===== src/rtl/adsr_envelope.sv =====
// adsr_envelope: ADSR amplitude envelope between the NCO and the I2S transmitter.
// On each sample tick the envelope level steps through attack, decay, sustain
// and release according to the key gate. The registered NCO sample is then
// scaled by the level, and the result is presented one edge later.
module adsr_envelope #(
  parameter logic [15:0] ATTACK_STEP   = 16'd64,
  parameter logic [15:0] DECAY_STEP    = 16'd8,
  parameter logic [15:0] SUSTAIN_LEVEL = 16'hC000,
  parameter logic [15:0] RELEASE_STEP  = 16'd16
) (
  input  logic               master_clk,
  input  logic               rst,
  input  logic               sample_clk_en,
  input  logic               gate,
  input  logic signed [15:0] sample_in,
  output logic signed [15:0] sample_out,
  output logic               sample_valid,
  output logic        [15:0] env_level,
  output logic        [2:0]  env_state,
  output logic               env_active
);

  typedef enum logic [2:0] {
    ST_IDLE    = 3'd0,
    ST_ATTACK  = 3'd1,
    ST_DECAY   = 3'd2,
    ST_SUSTAIN = 3'd3,
    ST_RELEASE = 3'd4
  } env_state_t;

  env_state_t         state;
  env_state_t         next_state;
  logic        [15:0] level;
  logic        [15:0] next_level;
  logic signed [15:0] sample_reg;
  logic               tick_q;
  logic        [16:0] attack_sum;
  logic signed [16:0] decay_diff;
  logic signed [32:0] product;
  logic               unused_product_bits;

  // The extra bit catches attack overshoot past full scale and decay
  // undershoot below zero, so neither step can wrap.
  assign attack_sum = {1'b0, level} + {1'b0, ATTACK_STEP};
  assign decay_diff = $signed({1'b0, level}) - $signed({1'b0, DECAY_STEP});

  // The level is kept non-negative by zero-extension. The top product bit
  // and the fractional bits do not reach the output.
  assign product             = sample_reg * $signed({1'b0, level});
  assign unused_product_bits = ^{product[32], product[15:0]};

  // Next-state and level rules, evaluated only on sample ticks.
  // A released gate wins over any rise/fall progress.
  always_comb begin
    next_state = state;
    next_level = level;
    if (sample_clk_en) begin
      case (state)
        ST_IDLE: begin
          next_level = '0;
          if (gate) next_state = ST_ATTACK;
        end
        ST_ATTACK: begin
          if (!gate) begin
            next_state = ST_RELEASE;
          end else if (attack_sum >= 17'd65535) begin
            next_level = 16'hFFFF;
            next_state = ST_DECAY;
          end else begin
            next_level = attack_sum[15:0];
          end
        end
        ST_DECAY: begin
          if (!gate) begin
            next_state = ST_RELEASE;
          end else if (decay_diff <= $signed({1'b0, SUSTAIN_LEVEL})) begin
            next_level = SUSTAIN_LEVEL;
            next_state = ST_SUSTAIN;
          end else begin
            next_level = decay_diff[15:0];
          end
        end
        ST_SUSTAIN: begin
          if (!gate) begin
            next_state = ST_RELEASE;
          end else begin
            next_level = SUSTAIN_LEVEL;
          end
        end
        ST_RELEASE: begin
          if (gate) begin
            next_state = ST_ATTACK;
          end else if (level <= RELEASE_STEP) begin
            next_level = '0;
            next_state = ST_IDLE;
          end else begin
            next_level = level - RELEASE_STEP;
          end
        end
        default: begin
          next_state = ST_IDLE;
          next_level = '0;
        end
      endcase
    end
  end

  // Envelope state, level and captured NCO sample advance together on a tick.
  // tick_q remembers that a tick happened so the product can be latched next edge.
  always_ff @(posedge master_clk) begin
    if (rst) begin
      state      <= ST_IDLE;
      level      <= '0;
      sample_reg <= '0;
      tick_q     <= 1'b0;
    end else begin
      state  <= next_state;
      level  <= next_level;
      tick_q <= sample_clk_en;
      if (sample_clk_en) sample_reg <= sample_in;
    end
  end

  // Output stage: latch the scaled sample one edge after each tick and pulse valid.
  always_ff @(posedge master_clk) begin
    if (rst) begin
      sample_out   <= '0;
      sample_valid <= 1'b0;
    end else begin
      sample_valid <= tick_q;
      if (tick_q) sample_out <= product[31:16];
    end
  end

  assign env_level  = level;
  assign env_state  = state;
  assign env_active = (state != ST_IDLE);

endmodule

===== config.mk =====
export PLATFORM = sky130hd
export DESIGN_NAME = adsr_envelope
export DESIGN_NICKNAME = d
export VERILOG_FILES = /design/src/rtl/adsr_envelope.sv
export SDC_FILE = /design/constraint.sdc
export NUM_CORES = 1
export LEC_CHECK = 0
export BUFFER_PORTS_ARGS = -buffer_cell sky130_fd_sc_hd__buf_2
export CAP_MARGIN = 20
export CORE_MARGIN = 2
export CORE_UTILIZATION = 43
export DETAILED_ROUTE_END_ITERATION = 8
export PLACE_DENSITY = 0.61
export SYNTH_ARGS = -nofsm -noshare
export SYNTH_HDL_FRONTEND = slang
export SYNTH_SLANG_ARGS = --single-unit

===== constraint.sdc =====
create_clock -name master_clk -period 20 [get_ports master_clk]
set_input_delay 1 -clock master_clk [delete_from_list [all_inputs] [get_ports master_clk]]
set_output_delay 1 -clock master_clk [all_outputs]
set_load 0.01 [all_outputs]

# Yosys cells after proc, flatten, opt, wreduce, memory -nomap -nowiden
# Index checks and enable logic that the tools add are counted.
[classes]
addsub = 3
mul = 1
div_mod_pow = 0
n_lt_le_gt_ge = 3
n_eq_ne = 13
shift = 0
muxes = 17
n_bitwise = 0
reduce_logical = 4
[ops]
columns = ["op", "n"]
rows = [
  ["2-to-1 mux 16 bit", 7],
  ["case mux 16 bit (4 select lines)", 1],
  ["multiplier 16 x 17 -> 32 bit", 1],
  ["2-to-1 mux 3 bit", 8],
  ["adder 16 x 7 -> 17 bit (second input constant)", 1],
  [">= comparator 17 x 16 -> 1 bit (second input constant)", 1],
  ["less-or-equal comparator 17 bit (second input constant)", 1],
  ["subtractor 16 x 4 -> 17 bit (second input constant)", 1],
  ["less-or-equal comparator 16 x 5 -> 1 bit (second input constant)", 1],
  ["subtractor 16 x 5 -> 16 bit (second input constant)", 1],
  ["case mux 3 bit (5 select lines)", 1],
  ["inequality test 2 bit (second input constant)", 6],
  ["inequality test 3 bit (second input constant)", 3],
  ["== test 3 x 2 -> 1 bit (second input constant)", 2],
  ["AND reduction 6 bit", 1],
  ["AND reduction 5 bit", 1],
  ["== test 3 x 1 -> 1 bit (second input constant)", 1],
  ["== test 3 bit (second input constant)", 1],
  ["zero test 3 bit", 1],
  ["nonzero test 3 bit", 1],
]
[word_totals]
register_bits = 53
latchBits = 0
ramBits = 0
mem_bits_ro = 0
input_bits = 20
n_memories = 0

# Depth between registers and ports, before layout
# Gate-level depths: netlist of the first run.
[logic_depth]
word_depth = 5
depth_mapped = 24

# Worst setup path before layout of the first run
# No wires, ideal clock.
[synth_path]
kind = "reg-to-reg"
startpoint = "reg level[8] (netlist: env_level[8])"
endpoint = "reg sample_out[12]"
t_arrival_ns = 6.517
t_required_ns = 19.883
setup_slack_ns = 13.365
stages_incl_launch_ff = 22
n_path_buf = 3
period_less_slack_ns = 6.635
path_cell_list = "dfxtp_1 clkbuf_1 clkbuf_1 clkbuf_1 nand2_1 fa_1 fa_1 inv_1 fa_1 fa_1 fa_1 inv_1 fa_1 inv_1 ha_1 a2111oi_0 o21ai_0 o21a_1 a32o_1 o31a_1 or3_1 a32o_1"
[synth_between]
elab_chain_len = 1
[synth_lines]
columns = ["element", "line_no", "source"]
rows = [
  ["from (decl)", "33", "logic [15:0] level;"],
  ["from (signal assigned)", "118", "level <= next_level;"],
  ["multiplier 16 x 17 -> 32 bit", "49", "assign product = sample_reg * $signed({1'b0, level});"],
  ["to (signal assigned)", "131", "if (tick_q) sample_out <= product[31:16];"],
  ["to (decl)", "16", "output logic signed [15:0] sample_out,"],
]
# Every way passes these cells.
# A chain may end at the register's enable or synchronous reset.

# Final worst setup path of the first run
[layout_path]
startpoint = "reg level[6] (netlist: env_level[6])"
endpoint = "reg sample_out[12]"
# Same word-level chain as after synthesis.

==> results of run 1 <==
[worst min path at each step]
stage                                     from                          to  slack (ns)
finish              sample_out[5]$_SDFFE_PP0P_  sample_out[5]$_SDFFE_PP0P_        0.47
global route        sample_out[4]$_SDFFE_PP0P_  sample_out[4]$_SDFFE_PP0P_        0.51
CTS                 sample_out[5]$_SDFFE_PP0P_  sample_out[5]$_SDFFE_PP0P_        0.47
detailed placement  sample_out[5]$_SDFFE_PP0P_  sample_out[5]$_SDFFE_PP0P_        0.46
global placement    sample_out[4]$_SDFFE_PP0P_  sample_out[4]$_SDFFE_PP0P_        0.45
floorplan           sample_out[4]$_SDFFE_PP0P_  sample_out[4]$_SDFFE_PP0P_        0.49
[routing by layer]
layer / global-route usage, % / up-vias / share of wire [%]
met5: 0 / - / 0
met4: 6.73 / 0 / 2.5
met3: 1.95 / 36 / 4.3
met2: 38.5 / 241 / 51
met1: 28.4 / 4546 / 42
li1: - / 4205 / -
[area by class of cell]
class	count	share of cell area [%]
clock buffers	5	1.04
clock inverters	3	0.593
inverters	245	7.65
multi-input cells	947	75.4
flip-flops and latches	51	8.50
well taps	335	3.49
repair buffers	70	3.37
[placed cells by master (no fill, tap or decap), types with 8 or more instances in the layout]
| cell | count |
|---|---|
| nand3_1 | 17 |
| buf_4 | 13 |
| nor2_1 | 60 |
| nand2b_1 | 16 |
| dfxtp_1 | 51 |
| xnor2_1 | 16 |
| o21ai_0 | 34 |
| or4_1 | 8 |
| and3_1 | 8 |
| and2_1 | 103 |
| a21oi_1 | 32 |
| fa_1 | 185 |
| o221ai_1 | 8 |
| mux2i_1 | 18 |
| ha_1 | 129 |
| buf_2 | 56 |
| nand2_1 | 157 |
| inv_1 | 244 |
| xor2_1 | 11 |
| nand4_1 | 12 |
[metrics by stage]
| step | utilization (%) | std cells |
|---|---|---|
| 2_1_floorplan | - | 1318 |
| 3_3_place_gp | 45.5 | 1647 |
| 3_5_place_dp | 45.5 | 1647 |
| 4_1_cts | 46.3 | 1655 |
| 5_1_grt | 46.4 | 1656 |
| 6_report | 46.4 | 1656 |
[cells in the mapped netlist, types with 6 or more instances]
cell type  instances
inv_1            244
fa_1             185
nand2_1          157
ha_1             129
and2_1           103
clkbuf_1          63
nor2_1            60
dfxtp_1           51
o21ai_0           34
a21oi_1           32
mux2i_1           18
nand3_1           17
nand2b_1          16
xnor2_1           16
nand4_1           12
xor2_1            11
and3_1             8
o221ai_1           8
or4_1              8
a21o_1             7
nor3b_1            7
a31oi_1            6
o21a_1             6
o22ai_1            6
[worst max-delay path: stages, from the launching register on]
cell	delay (ns)
dfxtp_1	0.99
nand2_1	0.18
fa_1	0.54
inv_1	0.05
fa_1	0.46
fa_1	0.54
fa_1	0.53
fa_1	0.55
inv_1	0.06
fa_1	0.52
inv_1	0.04
ha_1	0.34
a2111oi_0	0.38
o21ai_0	0.18
o21a_1	0.19
a32o_1	0.32
o31a_1	0.26
or3_1	0.31
a32o_1	0.26
[cells by family after synthesis]
| family | Yosys count |
|---|---|
| buf+inv | 320 |
| xor+xnor | 27 |
| flops | 51 |
| compound gates | 163 |
| fa+ha+maj | 315 |
| mux | 19 |
| simple gates | 423 |
[power by group through the flow]
stage / combinational (uW) / clock (uW) / sequential, uW
final: 94.9 / 125 / 120
after global placement: 93.7 / 0 / 122
after floorplan: 73.3 / 0 / 113
after CTS: 95.7 / 127 / 120
after detailed placement: 94.9 / 0 / 122
after global routing: 107 / 129 / 121
==> impl_metrics.yaml, run 1 <==
synthesis:
  async_reset_ff_share_pct: 0
  ys_warn_count: 0
  ys_types: 74
  synth.area.top_cells: "fa_1 (33%), ha_1 (14%), dfxtp_1 (9.0%)"
  synth_top_area_share_pct: 32.8
  ys_seq_area_share_pct: 9.03
  synth_edf_count: 0
  ys_seq_elements: 51
  yosys.area.top_type: "fa_1"
  synth_nets: 1652
  syn_area_per_cell_um2: 8.58
  synth_simple_gate_area_share_pct: 19.1
  synth.area.mux_share_pct: 1.79
  synth_cells: 1318
  synth_top_family_by_area: "adder cells"
  synth_area_um2: 11300
  synthAdderAreaFrac_pct: 47.1
  synth_xor_xnor_area_share_pct: 2.09
  synth_compound_area_share_pct: 10.0
  ys.flop_type: "dfxtp_1"
setup_path:
  r2r_start: "env_level[6]$_SDFFE_PP0P_"
  worst_ep_required_time_ns: 20.21
  path_class: "flip-flop to flip-flop"
  start_kind: "flip-flop"
  crit_fanout: 29
  crit_path_end_kind: "flip-flop"
  arrival_ns: 7.02
  cp-startpoint: "env_level[6]$_SDFFE_PP0P_"
  crit_end: "sample_out[12]$_SDFFE_PP0P_"
  reg2regPathDepth: 18
  r2r_slack_ns: 13.19
  r2r-end: "sample_out[12]$_SDFFE_PP0P_"
cts:
  cts_resized: 0
  insertion_delay_ns: 0.32
  htreeDepth: 2
  cts.path.max_buffers: 2
  post_cts_buffers: 0
  root_buffer: "clkbuf_16"
  hold_buffers: 0
  clkTransAtPathRegs_ns: 0.09
  cts_sinks: 51
  numCtsBuffers: 5
  cts_tree: "built"
finish:
  nets: 1654
  area_growth_pct: 6.30
  regArea_um2: 1020
  antenna_cells: 0
  drive_above_1_share_pct: 7.42
  nFillCells: 2540
  multi_input_area_um2: 9060
  final_area_um2: 12000
grt:
  grt_pass1_vias: 9274
  antenna_found_initial: 0
  grt_pass1_wl_um: 48300
  grtUsageTotal_pct: 21.8
  grt_overflow: 0
  grt_max_degree: 49
timing:
  finalSetupViolations: 0
  fin_crit_ns: 6.81
  worstMarginPinSlew_ns: 0.994
  tns_ns: 0
  max_slew_margin_pct: 33.6
  rsz0062_at_grt: "no"
  worst_slack_ns: 13.19
  period_share_pct: 34.0
  clock_skew_ns: 0.00863
  maxSlewViolCount: 0
  holdWs_ns: 0.471
  hold_viol_final: 0
  fmax_ghz: 0.147
pwr:
  leakage_uw: 0.00618
  p_int_uw: 216
  pwr-share-clk_pct: 36.7
  switching_share_pct: 36.5
  power_uw: 340
  power.density_nw_per_um2: 28.3
  p_sw_uw: 124
  ir_drop_uv: 29.1
  combPwrFrac_pct: 27.9
  seqPwrFrac_pct: 35.4
run_status:
  outcome: "complete, no violations"
place:
  postPlaceCellArea_um2: 11800
  pre_cts_slack_ns: 13.18
  port_buffers: 56
  dp_hpwl_um: 23000
  place_congestion: 0.899
routing:
  drc: 0
  wirelength_um: 29800
  dr.pass1.iters: 5
  ant_nets: 0
  num_vias: 9028
  avgViaCountPerCell: 5.45
  routedWlPerCell_um: 18.0
  drtIter0Drc: 581
die:
  start_util_pct: 43.6
  dieArea_um2: 27600
  rows: 59
  die_y_um: 166
  core_area_um2: 25900
  die_x_um: 166
  io_pins: 57
min_path:
  whs_path_depth: 2
  hold_path.class: "flip-flop to flip-flop"
flow_run:
  drv_cap: 0
No activity file was read; power rests on OpenSTA's default activity.
==> run 2: changes to the inputs <==
==> constraint.sdc (replaced) <==
create_clock -name master_clk -period 6.8 [get_ports master_clk]
set_input_delay 0.34 -clock master_clk [delete_from_list [all_inputs] [get_ports master_clk]]
set_output_delay 0.34 -clock master_clk [all_outputs]
set_load 0.01 [all_outputs]
==> run 2 against run 1 <==
Compared with the run above:
- critical path depth unchanged
- core utilization increased by 0.40 points
- design area increased by 0.86%
- fmax increased by 6.0%
- power increased to 2.7 times the previous value
- critical endpoint unchanged
- largest power group is now registers
==> impl_metrics.yaml, run 2 (synthesis results as in run 1) <==
finish:
  finalNonFillerCells: 1679
  mostFrequentLayoutCells: "inv_1 (244), fa_1 (185), nand2_1 (157), ha_1 (129), and2_1 (103)"
  nets: 1676
  nFillCells: 2580
  final_util_pct: 46.8
  multi_input_area_um2: 9060
  final_common_cell: "inv_1"
  area_growth_pct: 7.22
  drive_above_1_share_pct: 8.94
  regArea_um2: 1020
cts:
  cts_tree: "built"
  insertion_delay_ns: 0.32
  clkTransAtPathRegs_ns: 0.09
  cts_sinks: 51
  htreeDepth: 2
  cts.path.max_buffers: 2
  cts_resized: 0
  hold_buffers: 0
  root_buffer: "clkbuf_16"
  post_cts_buffers: 0
  numCtsBuffers: 5
pwr:
  combPwrFrac_pct: 31.6
  ir_drop_uv: 95.3
  pwr-share-clk_pct: 31.5
  leakage_uw: 0.00627
  p_sw_uw: 357
  switching_share_pct: 38.5
  power_uw: 926
  power.density_nw_per_um2: 76.4
  seqPwrFrac_pct: 36.9
  p_int_uw: 569
grt:
  use_met3_pct: 1.81
  grt-busiest-layer: "met2"
  grtUsageMet1_pct: 27.1
  use_met2_pct: 36.8
  grt_pass1_vias: 9019
  grt_max_degree: 49
  grt_overflow: 0
  antenna_found_initial: 0
  grtUsageTotal_pct: 20.9
  grt_pass1_wl_um: 46500
setup_path:
  r2r_slack_ns: 0.38
  reg2regPathDepth: 18
  worst_ep_required_time_ns: 7.02
  path_class: "flip-flop to flip-flop"
  crit_path_end_kind: "flip-flop"
  arrival_ns: 6.64
  cp-startpoint: "env_level[6]$_SDFFE_PP0P_"
  crit_end: "sample_out[12]$_SDFFE_PP0P_"
  r2r-end: "sample_out[12]$_SDFFE_PP0P_"
  crit_fanout: 17
  start_kind: "flip-flop"
  r2r_start: "env_level[6]$_SDFFE_PP0P_"
place:
  dp_hpwl_um: 23000
  place_congestion: 0.910
  port_buffers: 56
  dp_cells: 1670
timing:
  worstMarginPinSlew_ns: 0.822
  hold_viol_final: 0
  finalSetupViolations: 0
  fmax_ghz: 0.156
  max_slew_margin_pct: 45.2
  tns_ns: 0
  period_share_pct: 94.4
  maxSlewViolCount: 0
  clock_skew_ns: 0.0128
  rsz0062_at_grt: "no"
  fin_crit_ns: 6.42
routing:
  drc: 0
  num_vias: 9049
  wirelength_um: 28200
  routedWlPerCell_um: 16.8
  drtIter0Drc: 541
  avgViaCountPerCell: 5.39
  ant_nets: 0
  dr.pass1.iters: 5
die:
  io_pins: 57
  rows: 59
  core_area_um2: 25900
  dieArea_um2: 27600
  die_y_um: 166
  start_util_pct: 43.6
  die_x_um: 166
flow_run:
  drv_cap: 0
min_path:
  whs_path_depth: 3
  hold_path.class: "input pin to flip-flop"
run_status:
  outcome: "complete, no violations"
==> run 2: metrics by stage <==
| stage | cell area (um^2) | hold WS, ns | worst slack, ns |
|---|---|---|---|
| after global routing | 12100 | 0.279 | 0.0844 |
| final | 12100 | 0.252 | 0.379 |
| after detailed placement | 12000 | 0.461 | 0.406 |
| after floorplan | 11300 | 0.487 | 0.165 |
| after CTS | 12100 | 0.251 | 0.402 |
| after global placement | 12000 | 0.460 | 0.498 |
==> run 2: final cells by class <==
| type | instances | area share (%) |
|---|---|---|
| sequential | 51 | 8.42 |
| antenna | 1 | 0.0206 |
| clock buffer | 5 | 1.03 |
| timing repair buffer | 92 | 4.54 |
| clock inverter | 3 | 0.227 |
| tap | 335 | 3.46 |
| multi-input combinational | 947 | 74.7 |
| inverter | 245 | 7.59 |
==> run 2: worst max-delay path: stages (launching register included) <==
cell and delay [ns]:
dfxtp_1 0.72, nand2_1 0.16, fa_1 0.52, inv_1 0.05, fa_1 0.48, fa_1 0.53
fa_1 0.53, fa_1 0.54, inv_1 0.05, fa_1 0.52, inv_1 0.04, ha_1 0.34
a2111oi_0 0.34, o21ai_0 0.16, o21a_1 0.18, a32o_1 0.32, o31a_1 0.26, or3_1 0.32
a32o_1 0.26
==> run 2: layer usage <==
metal  share of wire [%]  vias to the layer above
li1                    -                     4252
met3                 3.2                       41
met2                  51                      191
met1                  43                     4565
met5                   0                        -
met4                 2.8                        0
==> run 2: how the worst min path moves through the flow <==
stage                          startpoint                           to
5_1_grt                     sample_in[12]  sample_reg[12]$_SDFFE_PP0P_
2_1_floorplan                sample_in[1]   sample_reg[1]$_SDFFE_PP0P_
6_report                    sample_in[12]  sample_reg[12]$_SDFFE_PP0P_
3_3_place_gp   sample_out[5]$_SDFFE_PP0P_   sample_out[5]$_SDFFE_PP0P_
3_5_place_dp   sample_out[5]$_SDFFE_PP0P_   sample_out[5]$_SDFFE_PP0P_
4_1_cts                     sample_in[12]  sample_reg[12]$_SDFFE_PP0P_
==> run 2: power groups by stage <==
| stage | Combinational [uW] | Clock, uW | Sequential, uW |
|---|---|---|---|
| 6_report | 293 | 291 | 341 |
| 5_1_grt | 329 | 308 | 345 |
| 4_1_cts | 296 | 295 | 341 |
| 3_5_place_dp | 294 | 0 | 348 |
| 3_3_place_gp | 291 | 0 | 348 |
| 2_1_floorplan | 216 | 0 | 331 |
==> run 3: changes to the inputs <==
--- a/config.mk
+++ b/config.mk
@@ -8,9 +8,9 @@
 export BUFFER_PORTS_ARGS = -buffer_cell sky130_fd_sc_hd__buf_2
 export CAP_MARGIN = 20
 export CORE_MARGIN = 2
-export CORE_UTILIZATION = 43
+export CORE_UTILIZATION = 50
 export DETAILED_ROUTE_END_ITERATION = 8
-export PLACE_DENSITY = 0.61
+export PLACE_DENSITY = 0.69
 export SYNTH_ARGS = -nofsm -noshare
 export SYNTH_HDL_FRONTEND = slang
 export SYNTH_SLANG_ARGS = --single-unit
==> run 3 against run 2 <==
Compared with the run above:
- fmax decreased by 1.1%
- flip-flop and latch count stayed put
- non-clock buffer count decreased by 7
- cell count decreased by 3.5%
- clock power shrank 8.2%
- register-to-register slack lost 0.07 ns
- design area decreased by 1.1%
- power down 2.5%
- worst hold slack improved by 0.0074 ns
- critical path type unchanged
- largest power group unchanged
- highest routed layer unchanged
==> impl_metrics.yaml, run 3 (synthesis results as in run 1) <==
timing:
  finalSetupViolations: 0
  fin_crit_ns: 6.49
  holdWs_ns: 0.260
  period_share_pct: 95.4
  fmax_ghz: 0.154
  rsz0062_at_grt: "no"
  worstMarginPinSlew_ns: 0.816
  clock_skew_ns: 0.00726
  hold_viol_final: 0
  max_slew_margin_pct: 45.6
  maxSlewViolCount: 0
  tns_ns: 0
cts:
  clkTransAtPathRegs_ns: 0.08
  cts_sinks: 51
  cts_tree: "built"
  insertion_delay_ns: 0.31
  hold_buffers: 0
  numCtsBuffers: 5
  cts.path.max_buffers: 2
  root_buffer: "clkbuf_16"
  htreeDepth: 2
  post_cts_buffers: 0
pwr:
  p_int_uw: 561
  p_sw_uw: 341
  pwr-share-clk_pct: 29.6
  leakage_uw: 0.00624
  seqPwrFrac_pct: 38.1
  switching_share_pct: 37.8
  combPwrFrac_pct: 32.2
  power.density_nw_per_um2: 75.2
  ir_drop_uv: 93.3
finish:
  area_growth_pct: 6.08
  nets: 1669
  final_common_cell: "inv_1"
  antenna_cells: 0
  drive_above_1_share_pct: 8.53
  nFillCells: 2157
  mostFrequentLayoutCells: "inv_1 (244), fa_1 (185), nand2_1 (157), ha_1 (129), and2_1 (103)"
routing:
  dr.pass1.iters: 5
  wirelength_um: 29000
  avgViaCountPerCell: 5.67
  drtIter0Drc: 573
  ant_nets: 0
  num_vias: 9197
  routedWlPerCell_um: 17.9
  drc: 0
setup_path:
  crit_family: "adder cells"
  critical_path.max_stage_delay_ns: 0.54
  arrival_ns: 6.70
  r2r_start: "env_level[4]$_SDFFE_PP0P_"
  slowest_stage: "fa_1"
  crit_path_cell_trace: "buf_4 > and2_1 > fa_1 > inv_1 > fa_1 > fa_1 > fa_1 > inv_1 > fa_1 > inv_1 > fa_1 > inv_1 > ha_1 > and2_1 > a41oi_1 > o21ai_1 > o2111a_1 > o31a_1 > or3_1 > a32o_1"
  crit_fanout: 13
  cp-startpoint: "env_level[4]$_SDFFE_PP0P_"
  path_class: "flip-flop to flip-flop"
  crit_path_end_kind: "flip-flop"
  start_kind: "flip-flop"
  path_buf_inv: 5
  cpMostUsedCell: "fa_1"
  worst_ep_required_time_ns: 7.01
min_path:
  hold_start: "sample_in[0]"
  hold_path.class: "input pin to flip-flop"
grt:
  antenna_found_initial: 0
  grt_pass1_vias: 9287
  grt_overflow: 0
  grt_max_degree: 49
  grt_pass1_wl_um: 47300
  grtUsageTotal_pct: 25.0
place:
  port_buffers: 56
  place_congestion: 0.915
  dp_hpwl_um: 23200
die:
  start_util_pct: 50.4
  dieArea_um2: 23800
  core_area_um2: 22400
  io_pins: 57
  die_y_um: 154
  die_x_um: 154
  rows: 55
run_status:
  outcome: "complete, no violations"
flow_run:
  drv_cap: 0
-- run 3: changes by cell type in the layout (fill, tap and decap cells not counted), sizes merged --
cell,change
buf,-7
inv,-1
clkinv,+2
clkinvlp,-1
diode,-1
-- run 3: cell type report --
class,instances,area (um^2),area share (%)
clock inverters,3,15.0,0.125
inverters,245,920,7.67
flip-flops and latches,51,1020,8.52
multi-input cells,947,9060,75.5
clock buffers,5,125,1.04
well taps,285,357,2.97
repair buffers,85,498,4.15
-- run 3: metrics by stage --
step,utilization (%),setup WS [ns],area (um^2),instances,total power (uW)
finish,53.5,0.309,12000,1621,902
global route,53.5,0.0175,12000,1621,958
CTS,53.5,0.325,12000,1621,908
detailed placement,52.8,0.342,11900,1613,640
global placement,52.8,0.454,11900,1613,635
floorplan,-,0.165,11300,1318,546
-- run 3: power groups by stage --
stage	Combinational, uW	Sequential, uW	Clock [uW]
finish	291	344	267
CTS	292	343	273
floorplan	216	331	0
global route	325	347	285
detailed placement	290	350	0
global placement	285	350	0
-- run 3: tightest hold or removal path, delay by kind of cell --
family	cells	cell delay (ns)
buffers and inverters	1	0.07
muxes	1	0.05
and+or+nand+nor	1	0.07
-- run 3: worst paths after layout --
check / endpoint / slack (ns) / cells past startpoint
max: sample_out[12]$_SDFFE_PP0P_ / 0.31 / 20
min: sample_reg[0]$_SDFFE_PP0P_ / 0.26 / 3
max reg2reg: sample_out[12]$_SDFFE_PP0P_ / 0.31 / 20
min reg2reg: sample_out[5]$_SDFFE_PP0P_ / 0.47 / 2
-- run 3: per-layer routing --
metal	share of wire, %	up-vias	routed length [um]	global-route usage, %
met5	0	-	0	0
li1	-	4233	-	-
met1	40	4646	11700	31.3
met2	52	271	15200	45.4
met3	4.7	47	1350	2.13
met4	2.8	0	823	8.69
-- run 3: timing repair --
| item | 4_1_cts | 5_1_grt |
|---|---|---|
| endpoints found under the hold margin | 0 | 0 |
| gates resized for setup | 0 | 1 |
| setup endpoints to repair | 0 | 1 |
